--- src/rtl/uart_pkg.sv ---
// Shared types and default sizing for the UART TX arbiter slice.
package uart_pkg;

    localparam int unsigned CMD_FIFO_DEPTH_DEF = 4;
    localparam int unsigned MAX_CMD_BURST_DEF  = 4;

    typedef enum logic {
        ARB_IDLE  = 1'b0,
        ARB_FRAME = 1'b1
    } arb_state_t;

    typedef enum logic [1:0] {
        GRANT_NONE = 2'd0,
        GRANT_CMD  = 2'd1,
        GRANT_DATA = 2'd2
    } grant_t;

endpackage

--- src/rtl/uart_tx_arbiter_if.sv ---
// Handshake bundle between command/serializer sources, the arbiter and the UART TX.
interface uart_tx_arbiter_if;

    logic       CMD_VALID_I;
    logic [7:0] CMD_I;
    logic       CMD_READY_O;
    logic       DATA_VALID_I;
    logic [7:0] DATA_I;
    logic       DATA_LAST_I;
    logic       DATA_READY_O;
    logic       TX_READY_I;
    logic       TX_WRITE_O;
    logic [7:0] TX_DATA_O;
    logic       TX_SEND_COMMAND_O;
    logic       BUSY_O;

    modport master (
        output CMD_VALID_I, CMD_I, DATA_VALID_I, DATA_I, DATA_LAST_I, TX_READY_I,
        input  CMD_READY_O, DATA_READY_O, TX_WRITE_O, TX_DATA_O, TX_SEND_COMMAND_O, BUSY_O
    );

    modport slave (
        input  CMD_VALID_I, CMD_I, DATA_VALID_I, DATA_I, DATA_LAST_I, TX_READY_I,
        output CMD_READY_O, DATA_READY_O, TX_WRITE_O, TX_DATA_O, TX_SEND_COMMAND_O, BUSY_O
    );

endinterface

--- src/rtl/tx_cmd_fifo.sv ---
// Byte-wide command FIFO; DEPTH must be a power of two so pointers wrap for free.
module tx_cmd_fifo #(
    parameter  int unsigned DEPTH = 4,
    localparam int unsigned CNT_W = $clog2(DEPTH + 1),
    localparam int unsigned PTR_W = $clog2(DEPTH)
) (
    input  logic             CLK_I,
    input  logic             RST_NI,
    input  logic             push,
    input  logic [7:0]       push_data,
    input  logic             pop,
    output logic [7:0]       head_data,
    output logic             full,
    output logic             empty,
    output logic [CNT_W-1:0] count
);

    logic [7:0]       mem [DEPTH];
    logic [PTR_W-1:0] wr_ptr;
    logic [PTR_W-1:0] rd_ptr;
    logic             do_push;
    logic             do_pop;

    assign full      = (count == CNT_W'(DEPTH));
    assign empty     = (count == '0);
    assign do_push   = push && !full;
    assign do_pop    = pop && !empty;
    assign head_data = mem[rd_ptr];

    // Storage array; contents are don't-care until written, so no reset.
    always_ff @(posedge CLK_I) begin
        if (do_push) begin
            mem[wr_ptr] <= push_data;
        end
    end

    // Pointer and occupancy tracking; simultaneous push/pop leaves count unchanged.
    always_ff @(posedge CLK_I or negedge RST_NI) begin
        if (!RST_NI) begin
            wr_ptr <= '0;
            rd_ptr <= '0;
            count  <= '0;
        end else begin
            if (do_push) wr_ptr <= wr_ptr + 1'b1;
            if (do_pop)  rd_ptr <= rd_ptr + 1'b1;
            case ({do_push, do_pop})
                2'b10:   count <= count + 1'b1;
                2'b01:   count <= count - 1'b1;
                default: count <= count;
            endcase
        end
    end

endmodule

--- src/rtl/uart_tx_arbiter.sv ---
// Shares one UART TX between queued command bytes and serializer frames.
// Frames are never split by commands; commands may burst ahead of waiting data
// up to MAX_CMD_BURST grants. Grants are spaced at least two cycles apart.
//
// state     | meaning
// ARB_IDLE  | between frames: commands or the first byte of a frame may win
// ARB_FRAME | frame started: only serializer bytes are granted until the last
module uart_tx_arbiter
    import uart_pkg::*;
#(
    parameter int unsigned CMD_FIFO_DEPTH = CMD_FIFO_DEPTH_DEF,
    parameter int unsigned MAX_CMD_BURST  = MAX_CMD_BURST_DEF
) (
    input logic               CLK_I,
    input logic               RST_NI,
    uart_tx_arbiter_if.slave  bus
);

    localparam int unsigned CNT_W   = $clog2(CMD_FIFO_DEPTH + 1);
    localparam int unsigned BURST_W = $clog2(MAX_CMD_BURST + 1);

    arb_state_t         state;
    arb_state_t         state_nxt;
    grant_t             grant;
    logic               fifo_push;
    logic               fifo_pop;
    logic [7:0]         fifo_head;
    logic               fifo_full;
    logic               fifo_empty;
    logic [CNT_W-1:0]   fifo_count;
    logic [BURST_W-1:0] cmd_burst;
    logic               holdoff;
    logic               tx_write;
    logic [7:0]         tx_data;
    logic               tx_cmd;

    tx_cmd_fifo #(.DEPTH(CMD_FIFO_DEPTH)) u_cmd_fifo (
        .CLK_I     (CLK_I),
        .RST_NI    (RST_NI),
        .push      (fifo_push),
        .push_data (bus.CMD_I),
        .pop       (fifo_pop),
        .head_data (fifo_head),
        .full      (fifo_full),
        .empty     (fifo_empty),
        .count     (fifo_count)
    );

    // State register.
    always_ff @(posedge CLK_I or negedge RST_NI) begin
        if (!RST_NI) state <= ARB_IDLE;
        else         state <= state_nxt;
    end

    // Next state: only a granted data byte moves the FSM; its LAST flag decides where.
    always_comb begin
        state_nxt = state;
        if (grant == GRANT_DATA) begin
            state_nxt = bus.DATA_LAST_I ? ARB_IDLE : ARB_FRAME;
        end
    end

    // Grant decision; the FIFO's empty flag is registered, so a fresh push waits a cycle.
    always_comb begin
        grant = GRANT_NONE;
        if (bus.TX_READY_I && !holdoff) begin
            unique case (state)
                ARB_IDLE: begin
                    if (!fifo_empty &&
                        (cmd_burst < BURST_W'(MAX_CMD_BURST) || !bus.DATA_VALID_I)) begin
                        grant = GRANT_CMD;
                    end else if (bus.DATA_VALID_I) begin
                        grant = GRANT_DATA;
                    end
                end
                ARB_FRAME: begin
                    if (bus.DATA_VALID_I) grant = GRANT_DATA;
                end
                default: grant = GRANT_NONE;
            endcase
        end
    end

    assign fifo_push             = bus.CMD_VALID_I && !fifo_full;
    assign fifo_pop              = (grant == GRANT_CMD);
    assign bus.CMD_READY_O       = !fifo_full;
    assign bus.DATA_READY_O      = (grant == GRANT_DATA);
    assign bus.TX_WRITE_O        = tx_write;
    assign bus.TX_DATA_O         = tx_data;
    assign bus.TX_SEND_COMMAND_O = tx_cmd;
    assign bus.BUSY_O            = (state == ARB_FRAME) || (fifo_count != '0) || tx_write;

    // Registered TX strobe, burst counter and the one-cycle holdoff after every grant.
    always_ff @(posedge CLK_I or negedge RST_NI) begin
        if (!RST_NI) begin
            holdoff   <= 1'b0;
            cmd_burst <= '0;
            tx_write  <= 1'b0;
            tx_data   <= 8'h00;
            tx_cmd    <= 1'b0;
        end else begin
            holdoff  <= (grant != GRANT_NONE);
            tx_write <= (grant != GRANT_NONE);
            tx_cmd   <= (grant == GRANT_CMD);
            if (grant == GRANT_CMD) begin
                tx_data <= fifo_head;
                if (cmd_burst != BURST_W'(MAX_CMD_BURST)) cmd_burst <= cmd_burst + 1'b1;
            end else if (grant == GRANT_DATA) begin
                tx_data   <= bus.DATA_I;
                cmd_burst <= '0;
            end
        end
    end

endmodule

--- src/flat_wrapper.sv ---
// flat-port wrapper written by rule: the top's interface ports become plain ports
module uart_tx_arbiter_flat import uart_pkg::*;
#(
    parameter int unsigned CMD_FIFO_DEPTH = CMD_FIFO_DEPTH_DEF,
    parameter int unsigned MAX_CMD_BURST  = MAX_CMD_BURST_DEF
)
  (CLK_I, RST_NI, bus_CMD_VALID_I, bus_CMD_I, bus_DATA_VALID_I, bus_DATA_I, bus_DATA_LAST_I, bus_TX_READY_I, bus_CMD_READY_O, bus_DATA_READY_O, bus_TX_WRITE_O, bus_TX_DATA_O, bus_TX_SEND_COMMAND_O, bus_BUSY_O);
  uart_tx_arbiter_if bus_i ();
  input logic CLK_I;
  input logic RST_NI;
  input wire logic [$bits(bus_i.CMD_VALID_I)-1:0] bus_CMD_VALID_I;
  input wire logic [$bits(bus_i.CMD_I)-1:0] bus_CMD_I;
  input wire logic [$bits(bus_i.DATA_VALID_I)-1:0] bus_DATA_VALID_I;
  input wire logic [$bits(bus_i.DATA_I)-1:0] bus_DATA_I;
  input wire logic [$bits(bus_i.DATA_LAST_I)-1:0] bus_DATA_LAST_I;
  input wire logic [$bits(bus_i.TX_READY_I)-1:0] bus_TX_READY_I;
  output wire logic [$bits(bus_i.CMD_READY_O)-1:0] bus_CMD_READY_O;
  output wire logic [$bits(bus_i.DATA_READY_O)-1:0] bus_DATA_READY_O;
  output wire logic [$bits(bus_i.TX_WRITE_O)-1:0] bus_TX_WRITE_O;
  output wire logic [$bits(bus_i.TX_DATA_O)-1:0] bus_TX_DATA_O;
  output wire logic [$bits(bus_i.TX_SEND_COMMAND_O)-1:0] bus_TX_SEND_COMMAND_O;
  output wire logic [$bits(bus_i.BUSY_O)-1:0] bus_BUSY_O;
  assign bus_i.CMD_VALID_I = bus_CMD_VALID_I;
  assign bus_i.CMD_I = bus_CMD_I;
  assign bus_i.DATA_VALID_I = bus_DATA_VALID_I;
  assign bus_i.DATA_I = bus_DATA_I;
  assign bus_i.DATA_LAST_I = bus_DATA_LAST_I;
  assign bus_i.TX_READY_I = bus_TX_READY_I;
  assign bus_CMD_READY_O = bus_i.CMD_READY_O;
  assign bus_DATA_READY_O = bus_i.DATA_READY_O;
  assign bus_TX_WRITE_O = bus_i.TX_WRITE_O;
  assign bus_TX_DATA_O = bus_i.TX_DATA_O;
  assign bus_TX_SEND_COMMAND_O = bus_i.TX_SEND_COMMAND_O;
  assign bus_BUSY_O = bus_i.BUSY_O;
  uart_tx_arbiter #(.CMD_FIFO_DEPTH(CMD_FIFO_DEPTH), .MAX_CMD_BURST(MAX_CMD_BURST)) u_core (.CLK_I(CLK_I), .RST_NI(RST_NI), .bus(bus_i));
endmodule
--- config.mk ---
export PLATFORM = sky130hd
export DESIGN_NAME = uart_tx_arbiter_flat
export DESIGN_NICKNAME = d
export VERILOG_FILES = /design/src/rtl/uart_pkg.sv /design/src/rtl/uart_tx_arbiter_if.sv /design/src/rtl/tx_cmd_fifo.sv /design/src/rtl/uart_tx_arbiter.sv /design/src/flat_wrapper.sv
export SDC_FILE = /design/constraint.sdc
export NUM_CORES = 1
export LEC_CHECK = 0
export BUFFER_PORTS_ARGS = -buffer_cell sky130_fd_sc_hd__buf_2
export CAP_MARGIN = 20
export CORE_ASPECT_RATIO = 0.75
export CORE_MARGIN = 10
export CORE_UTILIZATION = 50
export DETAILED_ROUTE_END_ITERATION = 16
export PLACE_DENSITY = 0.72
export SYNTH_ARGS = -nofsm -noshare
export SYNTH_HDL_FRONTEND = slang
export SYNTH_HIERARCHICAL = 1
export SYNTH_SLANG_ARGS = --single-unit
--- constraint.sdc ---
create_clock -name CLK_I -period 2.5 [get_ports CLK_I]
set_clock_uncertainty 0.05 [all_clocks]
set_input_delay 0.5 -clock CLK_I [delete_from_list [all_inputs] [get_ports CLK_I]]
set_output_delay 0.5 -clock CLK_I [all_outputs]
set_load 0.005 [all_outputs]
==> run_results.csv, run 1 <==
group,metric,value,unit
run_status,outcome,"finished clean",
finish,area_growth,16.9,%
drt,drc,0,
floorplan,core.rowCount,21,
grt,total_global_routing_overflow,0,
critical_path,startpoint,"u_core/u_cmd_fifo/count[2]$_DFFE_PN0P_",
synthesis,ys_warn_count,6,
pwr,power_leakage,1.12,nW
pwr,post-layout-total-power,3.21,mW
floorplan,design.die.area,7890,um2
min_path,hp-class,"primary input to async pin",
clock_network,clk_latency_worst_skew_pair,0.30,ns
synthesis,netlist-cell-type-count,34,
timing,slew-limit-headroom,0.605,
critical_path,worstSetupStartpointType,"register",
synthesis,synth-seq-cells,53,
timing,finalHoldWorstSlack,0.101,ns
finish,finalInstanceArea,2760,um2
drt,drtPass1Iterations,4,
finish,drive_above_1_share,0.355,
placed_design,count_of_port_buffers_added_during_placement,34,
critical_path,crit_end,"u_core/u_cmd_fifo/count[2]$_DFFE_PN0P_",
drt,postRouteAntennaNets,0,
pwr,power_per_cell_area,1160,nW/um2
critical_path,critical_path.reg2reg.startpoint,"u_core/u_cmd_fifo/count[2]$_DFFE_PN0P_",
floorplan,die_h,79.5,um
critical_path,r2r_setup_slack,0.13,ns
finish,final_nets,230,
timing,tightestPinTransition,0.593,ns
timing,finalCritPeriodShare,0.949,
clock_network,clockBufferDepth,2,
synthesis,syn_inst,155,
grt,first_global_vias,1468,
timing,highest_clock_rate,0.421,GHz
floorplan,boundaryPins,35,
synthesis,synth.net_count,189,
clock_network,cts_sinks,53,
critical_path,cp_data_required_time,2.63,ns
critical_path,cp-end-kind,"register",
timing,finalHoldViolations,0,
synthesis,syn_avg_cell_area,15.2,um2
floorplan,design.core.area,4520,um2
finish,most_common_cell_after_layout_fill_and_taps_aside,"sky130_fd_sc_hd__buf_2",
clock_network,htree_levels,2,
grt,grt.total_usage,0.117,
critical_path,crit_fanout,3,
floorplan,die_w,99.3,um
grt,grt_start_max_net_pins,22,
drt,detail_route.iter0.violations,69,
finish,fillers,345,
timing,final.setup.worst_slack,0.127,ns
clock_network,holdBufCountCts,0,
drt,num_vias,1354,
timing,setup_viol,0,
drt,finalWirelength,4.37,mm
critical_path,crit_path_dat,2.51,ns
critical_path,worstReg2RegEnd,"u_core/u_cmd_fifo/count[2]$_DFFE_PN0P_",
synthesis,ys_seq_area_frac,0.630,
timing,min_period,2.37,ns
clock_network,root_buffer_selected_by_cts,"sky130_fd_sc_hd__clkbuf_8",
finish,num_antenna_cells,0,
critical_path,r2r.worst_path.cells,11,
placed_design,post-dp-hpwl,3.21,mm
finish,layout_common_cells,"34 x sky130_fd_sc_hd__buf_2, 32 x sky130_fd_sc_hd__edfxtp_1, 20 x sky130_fd_sc_hd__dfrtp_1, 11 x sky130_fd_sc_hd__inv_1, 11 x sky130_fd_sc_hd__nor2_1",
clock_network,tritoncts.num_buffers,5,
grt,antenna_violations_before_repair,0,
placed_design,dpl_cell_area,2600,um2
job,max-cap-violations,0,
grt,grt_first_pass_wirelength,7.19,mm
clock_network,path_clk_slew,0.09,ns
critical_path,crit_type,"register to register",
timing,slew_violations,0,
clock_network,tritoncts,"built",
drt,route.detailed.wl_per_inst,17.2,um
placed_design,finalWeightedCongestion,0.730,
drt,avgViaCountPerCell,5.33,
placed_design,dpl_worst_slack,0.0254,ns
synthesis,synthesis.area,2360,um2
floorplan,starting_density_of_the_core,0.522,
pwr,ir_drop,0.612,mV
[cell families (layout without fill, tap and decap cells)]
| family | count (synthesis) | in the layout | share of synthesized area |
|---|---|---|---|
| buffers and inverters | 16 | 58 | 0.0308 |
| AO/OA/AOI/OAI | 15 | 15 | 0.0398 |
| flip-flops | 53 | 53 | 0.630 |
| XOR/XNOR | 6 | 6 | 0.0223 |
| adder cells (fa/ha/maj) | 12 | 12 | 0.0668 |
| AND/OR/NAND/NOR | 35 | 35 | 0.0891 |
| multiplexers | 18 | 18 | 0.121 |
[cell type report]
| type | instances | area (um2) | share of cell area |
|---|---|---|---|
| clock buffer | 5 | 68.8 | 0.0250 |
| clock inverter | 3 | 65.1 | 0.0236 |
| inverter | 11 | 41.3 | 0.0150 |
| multi-input combinational | 86 | 815 | 0.296 |
| sequential | 53 | 1490 | 0.540 |
| tap | 57 | 71.3 | 0.0259 |
| timing repair buffer | 39 | 208 | 0.0754 |
[where the power goes]
part | internal (mW) | switching [mW] | leakage, nW | total [mW]
registers | 1.22 | 0.207 | 0.536 | 1.42
clock network | 0.397 | 0.258 | 0.0681 | 0.655
logic | 0.570 | 0.555 | 0.517 | 1.12
[layer usage]
metal,track usage,part of all wire
met1,0.141,0.45
met2,0.177,0.48
met3,0.0580,0.060
met4,0.0414,0.0075
met5,0,0
[through the flow]
step | cells | TNS (ns) | utilization
6_report | 254 | 0 | 0.610
3_5_place_dp | 245 | 0 | 0.575
2_1_floorplan | 155 | 0 | -
3_3_place_gp | 245 | 0 | 0.575
5_1_grt | 254 | -0.0220 | 0.610
4_1_cts | 253 | 0 | 0.605
[Yosys cell counts]
library cell	number	share of area
sky130_fd_sc_hd__a21bo_2	1	0.0042
sky130_fd_sc_hd__edfxtp_1	32	0.41
sky130_fd_sc_hd__and2_2	4	0.013
sky130_fd_sc_hd__nor3b_4	1	0.0080
sky130_fd_sc_hd__clkbuf_1	2	0.0032
sky130_fd_sc_hd__o31a_2	1	0.0042
sky130_fd_sc_hd__mux2_4	1	0.0064
sky130_fd_sc_hd__nand4b_1	1	0.0037
sky130_fd_sc_hd__nand4_1	1	0.0027
sky130_fd_sc_hd__xnor2_1	3	0.011
sky130_fd_sc_hd__nor2_1	11	0.018
sky130_fd_sc_hd__mux4_2	8	0.076
sky130_fd_sc_hd__o221ai_1	1	0.0037
sky130_fd_sc_hd__nor2b_1	1	0.0027
sky130_fd_sc_hd__nor2b_4	1	0.0058
sky130_fd_sc_hd__dfrtp_1	21	0.22
sky130_fd_sc_hd__buf_4	1	0.0032
sky130_fd_sc_hd__fa_1	1	0.0085
sky130_fd_sc_hd__inv_1	11	0.018
sky130_fd_sc_hd__and4b_1	2	0.0085
sky130_fd_sc_hd__mux2i_1	9	0.038
sky130_fd_sc_hd__ha_1	11	0.058
sky130_fd_sc_hd__or3_1	1	0.0027
sky130_fd_sc_hd__buf_2	1	0.0021
sky130_fd_sc_hd__a22oi_1	1	0.0032
sky130_fd_sc_hd__xor2_1	3	0.011
sky130_fd_sc_hd__o21a_1	1	0.0032
sky130_fd_sc_hd__a21oi_1	10	0.021
sky130_fd_sc_hd__nand2_1	4	0.0064
sky130_fd_sc_hd__and2b_1	1	0.0032
sky130_fd_sc_hd__or2_2	1	0.0027
sky130_fd_sc_hd__nand3_1	1	0.0021
sky130_fd_sc_hd__buf_6	1	0.0048
sky130_fd_sc_hd__nor3_1	5	0.011
[repair_timing]
action	in CTS	in global routing
resized for setup	0	5
setup buffers	0	1
endpoints found under the setup margin	0	2
[how the worst min path moves through the flow]
| stage | slack (ns) | start | to |
|---|---|---|---|
| after floorplan | 0.15 | RST_NI | u_core/bus.TX_DATA_O[0]$_DFFE_PN0P_ |
| final | 0.10 | RST_NI | u_core/u_cmd_fifo/wr_ptr[1]$_DFFE_PN0P_ |
| after global routing | 0.12 | RST_NI | u_core/state$_DFFE_PN0N_ |
| after global placement | 0.44 | RST_NI | u_core/u_cmd_fifo/wr_ptr[0]$_DFFE_PN0P_ |
| after CTS | 0.11 | RST_NI | u_core/state$_DFFE_PN0N_ |
| after detailed placement | 0.44 | RST_NI | u_core/u_cmd_fifo/wr_ptr[1]$_DFFE_PN0P_ |
[registers in the layout, summed over array words and instances, names as in the netlist]
register and cells:
u_core/bus.TX_DATA_O 8, u_core/u_cmd_fifo/count 3, u_core/u_cmd_fifo/rd_ptr 2, u_core/u_cmd_fifo/wr_ptr 2
u_core/bus.TX_SEND_COMMAND_O 1, u_core/state 1, u_core/bus.TX_WRITE_O 1, u_core/u_cmd_fifo/mem 32
u_core/cmd_burst 3
[worst max-delay path: stages, from the launching register on]
cell                      delay, ns
sky130_fd_sc_hd__dfrtp_1       0.40
sky130_fd_sc_hd__nor3_2        0.26
sky130_fd_sc_hd__nor3_2        0.07
sky130_fd_sc_hd__or3_1         0.38
sky130_fd_sc_hd__ha_2          0.20
sky130_fd_sc_hd__o31a_2        0.14
sky130_fd_sc_hd__ha_2          0.19
sky130_fd_sc_hd__inv_1         0.06
sky130_fd_sc_hd__fa_1          0.18
sky130_fd_sc_hd__xor2_1        0.14
sky130_fd_sc_hd__nor2_1        0.06
sky130_fd_sc_hd__xor2_1        0.13
Power figures use the tool's default switching activity.
==> run 2: changes to the inputs <==
==> constraint.sdc (replaced) <==
create_clock -name CLK_I -period 2.5 [get_ports CLK_I]
set_clock_uncertainty 0.05 [all_clocks]
set_input_delay 0.25 -clock CLK_I [delete_from_list [all_inputs] [get_ports CLK_I]]
set_output_delay 0.25 -clock CLK_I [all_outputs]
set_load 0.005 [all_outputs]
==> run 2 against run 1 <==
Compared with the run above: critical path depth is the same; highest routed layer unchanged; die area is the same; global-route usage is essentially flat; hold slack lost 0.032 ns; sequential cell count is the same.
==> run_results.csv, run 2 (synthesis results as in run 1) <==
group,metric,value,unit
floorplan,boundaryPins,35,
timing,finalHoldViolations,0,
drt,num_vias,1361,
floorplan,starting_density_of_the_core,0.522,
pwr,ir_drop,0.535,mV
finish,area_growth,18.7,%
grt,first_global_vias,1398,
clock_network,clockBufferDepth,2,
grt,grt_first_pass_wirelength,7.25,mm
finish,final_nets,233,
critical_path,cp-end-kind,"register",
drt,avgViaCountPerCell,5.30,
job,max-cap-violations,0,
critical_path,critical_path.reg2reg.startpoint,"u_core/u_cmd_fifo/count[2]$_DFFE_PN0P_",
critical_path,r2r.worst_path.cells,11,
finish,largest_reg_flops,32,
clock_network,tritoncts.num_buffers,5,
drt,postRouteAntennaNets,0,
floorplan,design.core.area,4520,um2
placed_design,dpl_cell_area,2600,um2
drt,detail_route.iter0.violations,70,
timing,setup_viol,0,
grt,antenna_violations_before_repair,0,
grt,grt_start_max_net_pins,22,
clock_network,root_buffer_selected_by_cts,"sky130_fd_sc_hd__clkbuf_8",
timing,finalCritPeriodShare,0.960,
floorplan,design.die.area,7890,um2
timing,slew-limit-headroom,0.620,
placed_design,count_of_port_buffers_added_during_placement,34,
placed_design,post-dp-hpwl,3.26,mm
grt,grt.total_usage,0.116,
timing,highest_clock_rate,0.417,GHz
finish,layout_common_cells,"34 x sky130_fd_sc_hd__buf_2, 32 x sky130_fd_sc_hd__edfxtp_1, 20 x sky130_fd_sc_hd__dfrtp_1, 11 x sky130_fd_sc_hd__inv_1",
grt,total_global_routing_overflow,0,
placed_design,dpl_worst_slack,-0.0169,ns
min_path,holdPathEnd,"u_core/state$_DFFE_PN0N_",
finish,fillers,332,
drt,drtPass1Iterations,4,
floorplan,die_h,79.5,um
finish,register_with_the_highest_flop_count,"u_core/u_cmd_fifo/mem",
critical_path,r2r_setup_slack,0.1,ns
placed_design,finalWeightedCongestion,0.712,
critical_path,crit_path_dat,2.54,ns
drt,drc,0,
drt,finalWirelength,4.53,mm
clock_network,path_clk_slew,0.09,ns
clock_network,tritoncts,"built",
timing,rsz0062_at_grt,"false",
clock_network,clk_latency_worst_skew_pair,0.30,ns
finish,drive_above_1_share,0.370,
finish,num_antenna_cells,0,
critical_path,cp_data_required_time,2.64,ns
clock_network,htree_levels,2,
min_path,timing.hold.worst_path_depth,2,
min_path,hp-class,"primary input to register",
floorplan,die_w,99.3,um
critical_path,worstReg2RegEnd,"u_core/u_cmd_fifo/count[2]$_DFFE_PN0P_",
critical_path,crit_type,"register to register",
pwr,power_per_cell_area,1150,nW/um2
finish,most_common_cell_after_layout_fill_and_taps_aside,"sky130_fd_sc_hd__buf_2",
critical_path,crit_fanout,3,
timing,min_period,2.40,ns
drt,route.detailed.wl_per_inst,17.6,um
timing,final.setup.worst_slack,0.0998,ns
min_path,min-delay-start,"bus_DATA_LAST_I",
timing,slew_violations,0,
clock_network,cts_sinks,53,
floorplan,core.rowCount,21,
run_status,outcome,"finished clean",
critical_path,worstSetupStartpointType,"register",
finish,finalInstanceArea,2800,um2
pwr,power_leakage,1.13,nW
timing,tightestPinTransition,0.570,ns
==> run 2: where the power goes <==
group	leakage (nW)	switching [mW]	internal, mW
combinational	0.542	0.601	0.620
clock	0.0554	0.266	0.301
sequential	0.536	0.217	1.22
total	1.13	1.08	2.14
==> run 2: metal layers <==
layer	track usage	up-vias	wire length (um)
met2	0.192	39	2190
met4	0.0300	0	24
met1	0.143	671	1960
met5	0	-	0
li1	-	647	-
met3	0.0407	4	359
==> run 2: area by class of cell <==
type,count,area (um2),area share
Clock buffer,6,72.6,0.0259
Clock inverter,2,38.8,0.0139
Inverter,11,41.3,0.0148
Multi-Input combinational cell,86,855,0.305
Sequential cell,53,1490,0.532
Tap cell,57,71.3,0.0255
Timing Repair Buffer,42,233,0.0831
==> run 2: timing repair <==
action | 4_1_cts | 5_1_grt
resized for setup | 2 | 10
endpoints found under the setup margin | 2 | 2
hold endpoints to repair | 21 | 0
hold buffers | 1 | 0
buffers inserted | 0 | 3
pin swaps | 0 | 2
==> run 2: worst max-delay path, cell delays in order, from the launching register on <==
cell	delay, ns
sky130_fd_sc_hd__dfrtp_1	0.42
sky130_fd_sc_hd__nor3_4	0.25
sky130_fd_sc_hd__nor3_4	0.06
sky130_fd_sc_hd__or3_4	0.38
sky130_fd_sc_hd__ha_2	0.19
sky130_fd_sc_hd__o31a_4	0.13
sky130_fd_sc_hd__ha_4	0.17
sky130_fd_sc_hd__inv_1	0.06
sky130_fd_sc_hd__fa_2	0.19
sky130_fd_sc_hd__xor2_1	0.15
sky130_fd_sc_hd__nor2_1	0.07
sky130_fd_sc_hd__xor2_1	0.17
==> run 2: how the worst max path moves through the flow <==
| stage | from | endpoint | slack [ns] |
|---|---|---|---|
| CTS | u_core/u_cmd_fifo/count[0]$_DFFE_PN0P_ | u_core/u_cmd_fifo/count[2]$_DFFE_PN0P_ | 0.01 |
| detailed placement | u_core/u_cmd_fifo/count[0]$_DFFE_PN0P_ | u_core/u_cmd_fifo/count[2]$_DFFE_PN0P_ | -0.02 |
| global placement | u_core/u_cmd_fifo/count[0]$_DFFE_PN0P_ | u_core/u_cmd_fifo/count[2]$_DFFE_PN0P_ | 0.11 |
| finish | u_core/u_cmd_fifo/count[2]$_DFFE_PN0P_ | u_core/u_cmd_fifo/count[2]$_DFFE_PN0P_ | 0.1 |
| floorplan | u_core/u_cmd_fifo/count[0]$_DFFE_PN0P_ | u_core/u_cmd_fifo/count[2]$_DFFE_PN0P_ | 0.005 |
| global route | u_core/u_cmd_fifo/count[2]$_DFFE_PN0P_ | u_core/u_cmd_fifo/count[2]$_DFFE_PN0P_ | 0.01 |
==> run 2: metrics by stage <==
stage	TNS [ns]	hold WS (ns)	utilization	power (mW)	std cells
floorplan	0	-0.0956	-	2.19	155
global placement	0	0.188	0.575	2.48	245
detailed placement	-0.0169	0.188	0.575	2.57	245
CTS	0	0.0613	0.604	3.15	254
global route	0	0.0587	0.619	3.43	257
finish	0	0.0687	0.619	3.22	257
==> run 3: changes to the inputs <==
--- a/config.mk
+++ b/config.mk
@@ -8,6 +8,6 @@
 export BUFFER_PORTS_ARGS = -buffer_cell sky130_fd_sc_hd__buf_2
 export CAP_MARGIN = 20
-export CORE_ASPECT_RATIO = 0.75
-export CORE_MARGIN = 10
+export CORE_ASPECT_RATIO = 0.9
+export CORE_MARGIN = 1.5
 export CORE_UTILIZATION = 50
 export DETAILED_ROUTE_END_ITERATION = 16
==> constraint.sdc (replaced) <==
create_clock -name CLK_I -period 2.5 [get_ports CLK_I]
set_clock_uncertainty 0.05 [all_clocks]
set_input_delay 0.125 -clock CLK_I [delete_from_list [all_inputs] [get_ports CLK_I]]
set_output_delay 0.125 -clock CLK_I [all_outputs]
set_load 0.005 [all_outputs]
==> run 3 against run 2 <==
Compared with the run above: via count grew 3.2%; global-route usage grew 6.5 points; critical endpoint unchanged; critical path type unchanged; sequential share of layout area shrank 0.68 points; die area fell by 35%; non-clock buffer count up 8; clock power is 16% lower; worst setup slack better by 0.060 ns; wire length shrank 8.5%; clock-buffer cell count down 1; utilization is 1.2 points higher; power decreased by 5.0%.
==> run_results.csv, run 3 (synthesis results as in run 1) <==
group,metric,value,unit
timing,finalHoldViolations,0,
placed_design,post-dp-hpwl,2.97,mm
finish,drive_above_1_share,0.346,
finish,final_nets,241,
drt,finalWirelength,4.15,mm
grt,grt.met1_usage,0.218,
floorplan,core.rowCount,23,
finish,most_common_cell_after_layout_fill_and_taps_aside,"sky130_fd_sc_hd__buf_2",
min_path,min-delay-start,"bus_DATA_I[3]",
drt,route.detailed.wl_per_inst,15.4,um
timing,finalHoldWorstSlack,0.0837,ns
job,max-cap-violations,0,
clock_network,path_clk_slew,0.09,ns
critical_path,crit_type,"register to register",
grt,antenna_violations_before_repair,0,
drt,drc,0,
drt,drtPass1Iterations,4,
timing,tightestPinTransition,0.585,ns
grt,first_global_vias,1418,
floorplan,design.die.area,5140,um2
finish,layout_common_cells,"34 x sky130_fd_sc_hd__buf_2, 32 x sky130_fd_sc_hd__edfxtp_1, 20 x sky130_fd_sc_hd__dfrtp_1, 11 x sky130_fd_sc_hd__inv_1",
pwr,power_leakage,1.15,nW
timing,rsz0062_at_grt,"false",
floorplan,boundaryPins,35,
grt,total_global_routing_overflow,0,
finish,register_with_the_highest_flop_count,"u_core/u_cmd_fifo/mem",
floorplan,die_h,68.2,um
finish,finalInstanceArea,2840,um2
placed_design,finalWeightedCongestion,0.741,
grt,grtUsageMet3,0.0412,
finish,finalCoreUtilization,0.632,
finish,num_antenna_cells,0,
placed_design,dpl_worst_slack,0.00300,ns
critical_path,cp_data_required_time,2.69,ns
finish,fillers,340,
critical_path,worstSetupStartpointType,"register",
clock_network,htree_levels,2,
critical_path,cp-end-kind,"register",
pwr,power_per_cell_area,1080,nW/um2
clock_network,cts_sinks,53,
clock_network,clk_latency_worst_skew_pair,0.31,ns
grt,grt_first_pass_wirelength,6.54,mm
timing,finalCritPeriodShare,0.936,
timing,setup_viol,0,
timing,final.setup.worst_slack,0.160,ns
timing,fin_setup_tns,0,ns
pwr,ir_drop,0.544,mV
finish,area_growth,20.2,%
floorplan,starting_density_of_the_core,0.525,
critical_path,r2r_setup_slack,0.16,ns
finish,largest_reg_flops,32,
critical_path,crit_path_dat,2.53,ns
min_path,hp-class,"primary input to register",
critical_path,crit_fanout,3,
pwr,post-layout-total-power,3.06,mW
placed_design,dpl_cell_area,2610,um2
placed_design,numPlacedInstances,250,
timing,min_period,2.34,ns
drt,postRouteAntennaNets,0,
finish,final_cells,270,
drt,avgViaCountPerCell,5.20,
clock_network,tritoncts,"built",
grt,grt_util_met2,0.317,
placed_design,count_of_port_buffers_added_during_placement,34,
critical_path,startpoint,"u_core/u_cmd_fifo/count[1]$_DFFE_PN0P_",
timing,highest_clock_rate,0.427,GHz
grt,grt_start_max_net_pins,22,
floorplan,design.core.area,4490,um2
clock_network,clockBufferDepth,2,
grt,top_usage_layer,"met2",
timing,slew-limit-headroom,0.610,
run_status,outcome,"finished clean",
drt,detail_route.iter0.violations,99,
clock_network,root_buffer_selected_by_cts,"sky130_fd_sc_hd__clkbuf_8",
drt,num_vias,1404,
clock_network,tritoncts.num_buffers,5,
timing,slew_violations,0,
critical_path,critical_path.reg2reg.startpoint,"u_core/u_cmd_fifo/count[1]$_DFFE_PN0P_",
grt,grt.total_usage,0.181,
floorplan,die_w,75.4,um
-- run 3: changes by cell type in the layout (fill, tap and decap cells not counted), sizes merged --
cell	before	now
bufinv	1	0
clkbuf	6	5
clkinvlp	0	1
dlygate4sd3	1	10
buf	41	40
inv	11	12
-- run 3: worst paths after layout --
check,cells after the start,end
worst max register to register,11,u_core/u_cmd_fifo/count[2]$_DFFE_PN0P_
worst min-delay path,3,u_core/bus.TX_DATA_O[3]$_DFFE_PN0P_
worst max-delay path,11,u_core/u_cmd_fifo/count[2]$_DFFE_PN0P_
worst min register to register,2,u_core/bus.TX_DATA_O[0]$_DFFE_PN0P_
min in group asynchronous,2,u_core/u_cmd_fifo/count[0]$_DFFE_PN0P_
max in group asynchronous,2,u_core/cmd_burst[2]$_DFFE_PN0P_
-- run 3: cell type report --
type | count | area, um2 | area share
Sequential cell | 53 | 1490 | 0.525
Multi-Input combinational cell | 86 | 823 | 0.290
Timing Repair Buffer | 50 | 315 | 0.111
Tap cell | 62 | 77.6 | 0.0274
Clock buffer | 5 | 68.8 | 0.0243
Inverter | 11 | 41.3 | 0.0146
Clock inverter | 3 | 21.3 | 0.00750
-- run 3: repair_timing --
action	CTS	global route
buffers inserted	0	2
setup endpoints to repair	1	2
pin swaps	0	1
gates resized for setup	1	6
endpoints found under the hold margin	54	0
hold buffers	10	0
-- run 3: metal layers --
metal,vias to the layer above,wire length (um)
met3,7,136
met2,31,2100
met5,-,0
met1,701,1850
li1,665,-
met4,0,63
-- run 3: critical path, cell delays in order, from the launching register on --
cell and delay, ns:
sky130_fd_sc_hd__dfrtp_1 0.41, sky130_fd_sc_hd__nor3_4 0.06, sky130_fd_sc_hd__buf_4 0.13, sky130_fd_sc_hd__and4b_1 0.24
sky130_fd_sc_hd__ha_2 0.18, sky130_fd_sc_hd__o31a_2 0.17, sky130_fd_sc_hd__ha_2 0.19, sky130_fd_sc_hd__inv_1 0.05
sky130_fd_sc_hd__fa_1 0.37, sky130_fd_sc_hd__xor2_1 0.15, sky130_fd_sc_hd__nor2_1 0.11, sky130_fd_sc_hd__xor2_1 0.16
-- run 3: where the power goes --
part / internal, mW / total (mW) / switching [mW]
Clock: 0.199 / 0.476 / 0.277
Combinational: 0.592 / 1.15 / 0.556
Sequential: 1.22 / 1.44 / 0.220
